==> src/rtl/herald_pkg.sv <==
// rtl/herald_pkg.sv - shared FSM state type and opcode constants for the MAC sequencer
//
// Purpose: single home for the sequencer state encoding and the 2-bit command opcodes.
// Ports: none (package).
package herald_pkg;

   typedef enum logic [2:0] {
      IDLE,
      LOAD_A,
      LOAD_B,
      COMPUTE,
      ACCUM,
      SEND
   } state_t;

   localparam logic [1:0] OP_MUL   = 2'b00;
   localparam logic [1:0] OP_MAC   = 2'b01;
   localparam logic [1:0] OP_CLEAR = 2'b10;
   localparam logic [1:0] OP_READ  = 2'b11;

endpackage

==> src/rtl/herald_shift_mul.sv <==
// rtl/herald_shift_mul.sv - unsigned shift-add multiplier, one multiplier bit per cycle
//
// Purpose: forms a*b over exactly OP_W cycles starting with the start pulse.
// Ports:
//   clk, rst   : clock, synchronous active-high reset
//   start      : one-cycle pulse; a and b are captured on this edge
//   a, b       : OP_W-bit unsigned operands
//   done       : one-cycle pulse, OP_W cycles after start, product valid from then on
//   product    : 2*OP_W-bit unsigned result
module herald_shift_mul #(
   parameter int OP_W = 16
) (
   input  logic              clk,
   input  logic              rst,
   input  logic              start,
   input  logic [OP_W-1:0]   a,
   input  logic [OP_W-1:0]   b,
   output logic              done,
   output logic [2*OP_W-1:0] product
);

   localparam int CW = $clog2(OP_W + 1);

   logic [2*OP_W-1:0] mcand;
   logic [OP_W-1:0]   mplier;
   logic [CW-1:0]     steps;
   logic              running;

   // The start edge already folds in multiplier bit 0, so the remaining
   // OP_W-1 bits finish exactly OP_W edges after start was raised.
   always_ff @(posedge clk) begin
      if (rst) begin
         done    <= 1'b0;
         running <= 1'b0;
         product <= '0;
         mcand   <= '0;
         mplier  <= '0;
         steps   <= '0;
      end else begin
         done <= 1'b0;
         if (start) begin
            product <= b[0] ? {{OP_W{1'b0}}, a} : '0;
            mcand   <= {{(OP_W-1){1'b0}}, a, 1'b0};
            mplier  <= b >> 1;
            steps   <= CW'(OP_W - 1);
            running <= 1'b1;
         end else if (running) begin
            if (mplier[0]) begin
               product <= product + mcand;
            end
            mcand  <= mcand << 1;
            mplier <= mplier >> 1;
            steps  <= steps - CW'(1);
            if (steps == CW'(1)) begin
               running <= 1'b0;
               done    <= 1'b1;
            end
         end
      end
   end

endmodule

==> src/rtl/herald_mac_seq.sv <==
// rtl/herald_mac_seq.sv - byte-serial multiply/accumulate sequencer
//
// Purpose: accepts MUL/MAC/CLEAR/READ commands over a byte channel, multiplies
// OP_W-bit operands sequentially and accumulates into an ACC_W-bit register that
// is read back LSB first over a byte result channel.
// Ports:
//   clk, rst                          : clock, synchronous active-high reset
//   in_valid, in_ready, in_byte, cmd  : command/operand byte channel (cmd sampled on first byte only)
//   out_valid, out_ready, out_byte    : result byte channel
//   busy                              : high whenever the FSM is not IDLE
//   ovf                               : sticky MAC overflow flag, cleared by CLEAR or reset
module herald_mac_seq
   import herald_pkg::*;
#(
   parameter int OP_W     = 16,
   parameter int ACC_W    = 40,
   parameter int SATURATE = 0
) (
   input  logic       clk,
   input  logic       rst,
   input  logic       in_valid,
   output logic       in_ready,
   input  logic [7:0] in_byte,
   input  logic [1:0] cmd,
   output logic       out_valid,
   input  logic       out_ready,
   output logic [7:0] out_byte,
   output logic       busy,
   output logic       ovf
);

   localparam int NB    = OP_W / 8;
   localparam int NA    = ACC_W / 8;
   localparam int MAXC  = (NA > OP_W) ? NA : OP_W;
   localparam int CNT_W = $clog2(MAXC + 1);

   localparam logic [CNT_W-1:0] LAST_OPB  = CNT_W'(NB - 1);
   localparam logic [CNT_W-1:0] LAST_CYC  = CNT_W'(OP_W - 1);
   localparam logic [CNT_W-1:0] LAST_ACCB = CNT_W'(NA - 1);

   state_t               state, state_n;
   logic [CNT_W-1:0]     cnt;        // operand byte index, compute cycle, or send byte index
   logic [1:0]           op_r;
   logic [OP_W-1:0]      a_r, b_r;
   logic [ACC_W-1:0]     acc;
   logic                 mul_start;
   logic                 mul_done;
   logic [2*OP_W-1:0]    product;
   logic [ACC_W-1:0]     prod_ext;
   logic [ACC_W:0]       mac_sum;

   herald_shift_mul #(.OP_W(OP_W)) u_mul (
      .clk     (clk),
      .rst     (rst),
      .start   (mul_start),
      .a       (a_r),
      .b       (b_r),
      .done    (mul_done),
      .product (product)
   );

   assign prod_ext = ACC_W'(product);
   assign mac_sum  = {1'b0, acc} + {1'b0, prod_ext};
   assign busy     = (state != IDLE);

   always_ff @(posedge clk) begin
      if (rst) begin
         state <= IDLE;
      end else begin
         state <= state_n;
      end
   end

   always_comb begin
      state_n   = state;
      in_ready  = 1'b0;
      out_valid = 1'b0;
      out_byte  = 8'h00;
      case (state)
         IDLE: begin
            in_ready = 1'b1;
            if (in_valid) begin
               case (cmd)
                  OP_MUL, OP_MAC: state_n = (NB == 1) ? LOAD_B : LOAD_A;
                  OP_READ:        state_n = SEND;
                  default:        state_n = IDLE;
               endcase
            end
         end
         LOAD_A: begin
            in_ready = 1'b1;
            if (in_valid && cnt == LAST_OPB) state_n = LOAD_B;
         end
         LOAD_B: begin
            in_ready = 1'b1;
            if (in_valid && cnt == LAST_OPB) state_n = COMPUTE;
         end
         COMPUTE: begin
            if (cnt == LAST_CYC) state_n = ACCUM;
         end
         ACCUM: begin
            state_n = IDLE;
         end
         SEND: begin
            out_valid = 1'b1;
            out_byte  = 8'(acc >> {cnt, 3'b000});
            if (out_ready && cnt == LAST_ACCB) state_n = IDLE;
         end
         default: state_n = IDLE;
      endcase
   end

   // Operands shift in from the top so that after NB bytes the first
   // (least significant) byte has reached bit 0.
   always_ff @(posedge clk) begin
      if (rst) begin
         cnt       <= '0;
         op_r      <= OP_MUL;
         a_r       <= '0;
         b_r       <= '0;
         acc       <= '0;
         ovf       <= 1'b0;
         mul_start <= 1'b0;
      end else begin
         mul_start <= 1'b0;
         case (state)
            IDLE: begin
               if (in_valid) begin
                  case (cmd)
                     OP_MUL, OP_MAC: begin
                        op_r <= cmd;
                        a_r  <= OP_W'({in_byte, a_r} >> 8);
                        cnt  <= (NB == 1) ? '0 : CNT_W'(1);
                     end
                     OP_CLEAR: begin
                        acc <= '0;
                        ovf <= 1'b0;
                     end
                     default: cnt <= '0;
                  endcase
               end
            end
            LOAD_A: begin
               if (in_valid) begin
                  a_r <= OP_W'({in_byte, a_r} >> 8);
                  cnt <= (cnt == LAST_OPB) ? '0 : cnt + CNT_W'(1);
               end
            end
            LOAD_B: begin
               if (in_valid) begin
                  b_r <= OP_W'({in_byte, b_r} >> 8);
                  if (cnt == LAST_OPB) begin
                     cnt       <= '0;
                     mul_start <= 1'b1;
                  end else begin
                     cnt <= cnt + CNT_W'(1);
                  end
               end
            end
            COMPUTE: begin
               cnt <= cnt + CNT_W'(1);
            end
            ACCUM: begin
               cnt <= '0;
               if (mul_done) begin
                  if (op_r == OP_MAC) begin
                     if (mac_sum[ACC_W]) begin
                        ovf <= 1'b1;
                        acc <= (SATURATE != 0) ? '1 : mac_sum[ACC_W-1:0];
                     end else begin
                        acc <= mac_sum[ACC_W-1:0];
                     end
                  end else begin
                     acc <= prod_ext;
                  end
               end
            end
            SEND: begin
               if (out_ready) begin
                  cnt <= (cnt == LAST_ACCB) ? '0 : cnt + CNT_W'(1);
               end
            end
            default: cnt <= '0;
         endcase
      end
   end

endmodule

==> config.mk <==
export PLATFORM = sky130hd
export DESIGN_NAME = herald_mac_seq
export DESIGN_NICKNAME = d
export VERILOG_FILES = /design/src/rtl/herald_pkg.sv /design/src/rtl/herald_shift_mul.sv /design/src/rtl/herald_mac_seq.sv
export SDC_FILE = /design/constraint.sdc
export NUM_CORES = 1
export LEC_CHECK = 0
export CORE_MARGIN = 8
export CORE_UTILIZATION = 50
export DETAILED_ROUTE_END_ITERATION = 8
export GPL_TIMING_DRIVEN = 0
export PLACE_DENSITY = 0.72
export SYNTH_ARGS = -nofsm -noshare
export SYNTH_HDL_FRONTEND = slang
export SYNTH_HIERARCHICAL = 1
export SYNTH_SLANG_ARGS = --single-unit
==> constraint.sdc <==
create_clock -name clk -period 5.66 [get_ports clk]
set_input_delay 1.698 -clock clk [delete_from_list [all_inputs] [get_ports clk]]
set_output_delay 1.698 -clock clk [all_outputs]
set_load 0.01 [all_outputs]
==> metrics.md <==
| Metric | Value |
|---|---|
| Status | `finished, final reports clean` |
| Worst path required time | `between 3000 and 4000 ps` |
| Final min period | `4696 ps` |
| Setup_tns | `0 ps` |
| Syn-to-layout area delta | `10.98%` |
| F_max | `213.0 MHz` |
| Worst Max-Slew Pin Slew | `1049 ps` |
| Reg power frac | `0.474` |
| DR pass1 iterations | `8` |
| R2R setup slack | `2430 ps` |
| First-pass GRT wire length | `48,560 um` |
| R2r startpoint | `u_mul/product[0]$_SDFFE_PP0P_` |
| Worst Skew | `around 12 ps` |
| Final hold viol count | `0` |
| Critical path class | `reg -> out` |
| Synth Area in Adders | `0.08349` |
| Final ANT Viol Nets | `0` |
| Post-Synth XOR/XNOR Area | `0.04679` |
| MaxCap Viol Count | `0` |
| Drt initial violations | `1,022` |
| Worst R2R End | `acc[36]$_SDFFE_PP0P_` |
| Avg Inst Size Synth | `8.139 um2` |
| Highest metal used | `met4` |
| Critical Path End | `out_byte[1]` |
| Largest net degree at the start of global routing | `19` |
| Metal2 WL | `roughly 14,000 um` |
| GR Overflow Total | `0` |
| Leading cell type in the layout, fill and taps excluded | `nor2_1` |
| Sw frac | `0.2783` |
| Die ar. | `0.02627 mm2` |
| Unrepaired setup endpoints after global routing | `no` |
| Setup violators final | `0` |
| Fraction of synthesized area in multiplexers | `0.07505` |
| TritonCTS clock tree | `yes` |
| Synth unique cells | `94` |
| CTS Hold Buffers Added | `0` |
| Total I/O pin count | `26` |
| Final wirelength | `29,940 um` |
| Synth Register Bits | `169` |
| Commonest non-fill, non-tap cells in the layout | `nor2_1 (192), dfxtp_1 (169), nand2_1 (141), a21oi_1 (137), ha_1 (68)` |
| Peak fanout along the critical path | `10` |
| Post-CTS Resized | `0` |
| Largest family of logic cells by synthesized area | `compound AO/OA/AOI/OAI gates` |
| Cell Int Power | `1.875 mW` |
| CP startpoint kind | `flop` |
| Placer congestion estimate | `0.9574` |
| Std-Cell Rows | `53` |
| Routed len/inst | `18.21 um` |
| WL met1 | `about 14,000 um` |
| Post-CTS setup buffers | `0` |
| YS warnings | `6` |
| Die width | `approximately 160 um` |
| Hpwl dp | `between 20,000 and 25,000 um` |
| DRC errors left | `0` |
| Met3 wire length | `1731 um` |
| Slew HR | `0.2906` |
| Total CTS buffers | `17` |
| H-tree Lvls | `4` |
| Clk_lat worst skew | `440 ps` |
| Post-synth top flop | `dfxtp_1` |
| Initial core utilization | `0.5092` |
| Filler Cells Inserted | `1,943` |
| Synthesized area | `0.01067 mm2` |
| CP endpoint kind | `output port` |
| CP startpoint | `cnt[0]$_SDFFE_PP0P_` |
| Slew Viols, Final | `0` |
| Max clock buf depth | `2` |
| Number of port buffers | `25` |
| Vias/cell | `~6` |
| Tot Pwr | `2.599 mW` |
| HP Class | `reg -> reg` |
| Initial antenna violation count | `0` |
| R2R cell count | `11` |
| Clock power frac | `0.443` |
| Synth Area in Compound Gates | `0.2410` |
| Fin nets | `1,439` |
| Cell area power density | `219.4 mW/mm2` |
| Logic pwr share | `0.083` |
| DR vias | `9,896` |
| Simple-Gate Fraction of Synth Area | `0.1942` |
| Die Y-Extent | `about 160 um` |
| Vias in the first global route | `approximately 9,000` |
| Clk slew on worst S/H paths | `80 ps` |
| Syn nets | `1,395` |
| Core area | `0.02096 mm2` |
| VDD IR-drop max | `approximately 180 uV` |
| Post-synth EDFFs | `0` |
| Lkg Pwr | `a little under 5 nW` |
| Total GRT Usage | `0.2280` |
| Layout cell share with drive strength beyond 1 | `0.06725` |
| Arr. time, crit path | `3000 ps` |
| Asr flop ratio synth | `0` |
| Register area share after synthesis | `0.3171` |
| CTS sink cnt | `169` |
| CTS root buffer | `clkbuf_16` |
| Net Switching | `0.7231 mW` |
| Cells after Synth | `~1,300` |
| Crit share post-route | `0.8296` |
==> cells by family (layout without fill, tap and decap cells) <==
family	Yosys count	in the layout
and+or+nand+nor	462	462
adders and majority gates	70	70
DFF	169	169
AOI/OAI and AO/OA	383	383
muxes	70	70
buffers and inverters	100	157
other	0	1
xor gates and xnor gates	57	57
==> critical path: stages, from the launching register on <==
cell and delay, ps:
dfxtp_1 410, clkbuf_1 290, nor4b_1 950, a22oi_1 230
nor2_1 140, clkdlybuf4s50_1 550
==> flip-flops by register name (all words and copies together) (netlist names) <==
| signal | flops |
|---|---|
| acc | 40 |
| u_mul/steps | 5 |
| op_r | 2 |
| mul_start | 1 |
| ovf | 1 |
| u_mul/product | 32 |
| cnt | 5 |
| state | 3 |
| u_mul/running | 1 |
| a_r | 16 |
| u_mul/done | 1 |
| u_mul/mplier | 15 |
| u_mul/mcand | 31 |
| b_r | 16 |
==> cell usage after synthesis, types with 10 or more instances <==
cell / count / area, um2
o211ai_1: 10 / 75.07
nor2_1: 192 / 720.7
nor3_1: 16 / 80.08
and3_1: 12 / 75.07
buf_1: 11 / 41.29
xor2_1: 26 / 227.7
clkbuf_1: 49 / 183.9
dfxtp_1: 169 / 3383
a21o_1: 39 / 292.8
nand2_1: 141 / 529.3
nand4_1: 11 / 68.82
a222oi_1: 11 / 110.1
o21ai_0: 54 / 270.3
inv_1: 27 / 101.4
ha_1: 68 / 850.8
nand3_1: 19 / 95.09
nand2b_1: 13 / 81.33
a31oi_1: 16 / 100.1
a22oi_1: 24 / 180.2
mux2i_1: 62 / 620.6
xnor2_1: 31 / 271.5
a21oi_1: 137 / 685.7
==> power by group through the flow <==
stage | registers [mW] | logic (mW) | clock network (mW)
finish | 1.23 | 0.215 | 1.15
global route | 1.24 | 0.235 | 1.21
CTS | 1.23 | 0.214 | 1.16
detailed placement | 1.26 | 0.212 | 0
global placement | 1.26 | 0.210 | 0
floorplan | 1.25 | 0.145 | 0
==> worst min path at each step <==
stage | slack [ps] | cells past startpoint | end | start
after floorplan | 430 | 2 | b_r[0]$_SDFFE_PP0P_ | b_r[0]$_SDFFE_PP0P_
after global placement | 440 | 2 | b_r[0]$_SDFFE_PP0P_ | b_r[0]$_SDFFE_PP0P_
after detailed placement | 450 | 2 | b_r[0]$_SDFFE_PP0P_ | b_r[0]$_SDFFE_PP0P_
after CTS | 460 | 2 | b_r[0]$_SDFFE_PP0P_ | b_r[0]$_SDFFE_PP0P_
after global routing | 480 | 2 | b_r[0]$_SDFFE_PP0P_ | b_r[0]$_SDFFE_PP0P_
final | 460 | 2 | b_r[0]$_SDFFE_PP0P_ | b_r[0]$_SDFFE_PP0P_
==> stage by stage <==
step,setup WS (ps),instances,hold slack [ps],cell area [um2],util
after floorplan,2160,1311,431.7,10670,-
after global placement,1412,1611,442.5,11260,0.5376
after detailed placement,1396,1611,446.1,11260,0.5376
after CTS,928.2,1643,456.3,11840,0.5650
after global routing,727.1,1643,481.3,11840,0.5650
final,964.2,1644,455.5,11840,0.5651
==> cell type report <==
type | instances | area, um2 | share of cell area
antenna | 1 | 2.502 | 0.0002113
buffer | 72 | 347.8 | 0.02937
inverter | 28 | 105.1 | 0.008876
clock buffer | 17 | 425.4 | 0.03593
tap | 275 | 344.1 | 0.02906
sequential | 169 | 3383 | 0.2857
clock inverter | 15 | 148.9 | 0.01257
multi-input combinational | 1042 | 6834 | 0.5771
timing repair buffer | 25 | 250.2 | 0.02113
==> metal layers <==
| metal | vias to the layer above | global-route usage |
|---|---|---|
| met1 | 4768 | 0.2966 |
| met3 | 41 | 0.03999 |
| met5 | - | 0 |
| met4 | 0 | 0.06902 |
| li1 | 4810 | - |
| met2 | 277 | 0.3783 |
Power figures use the tool's default switching activity.
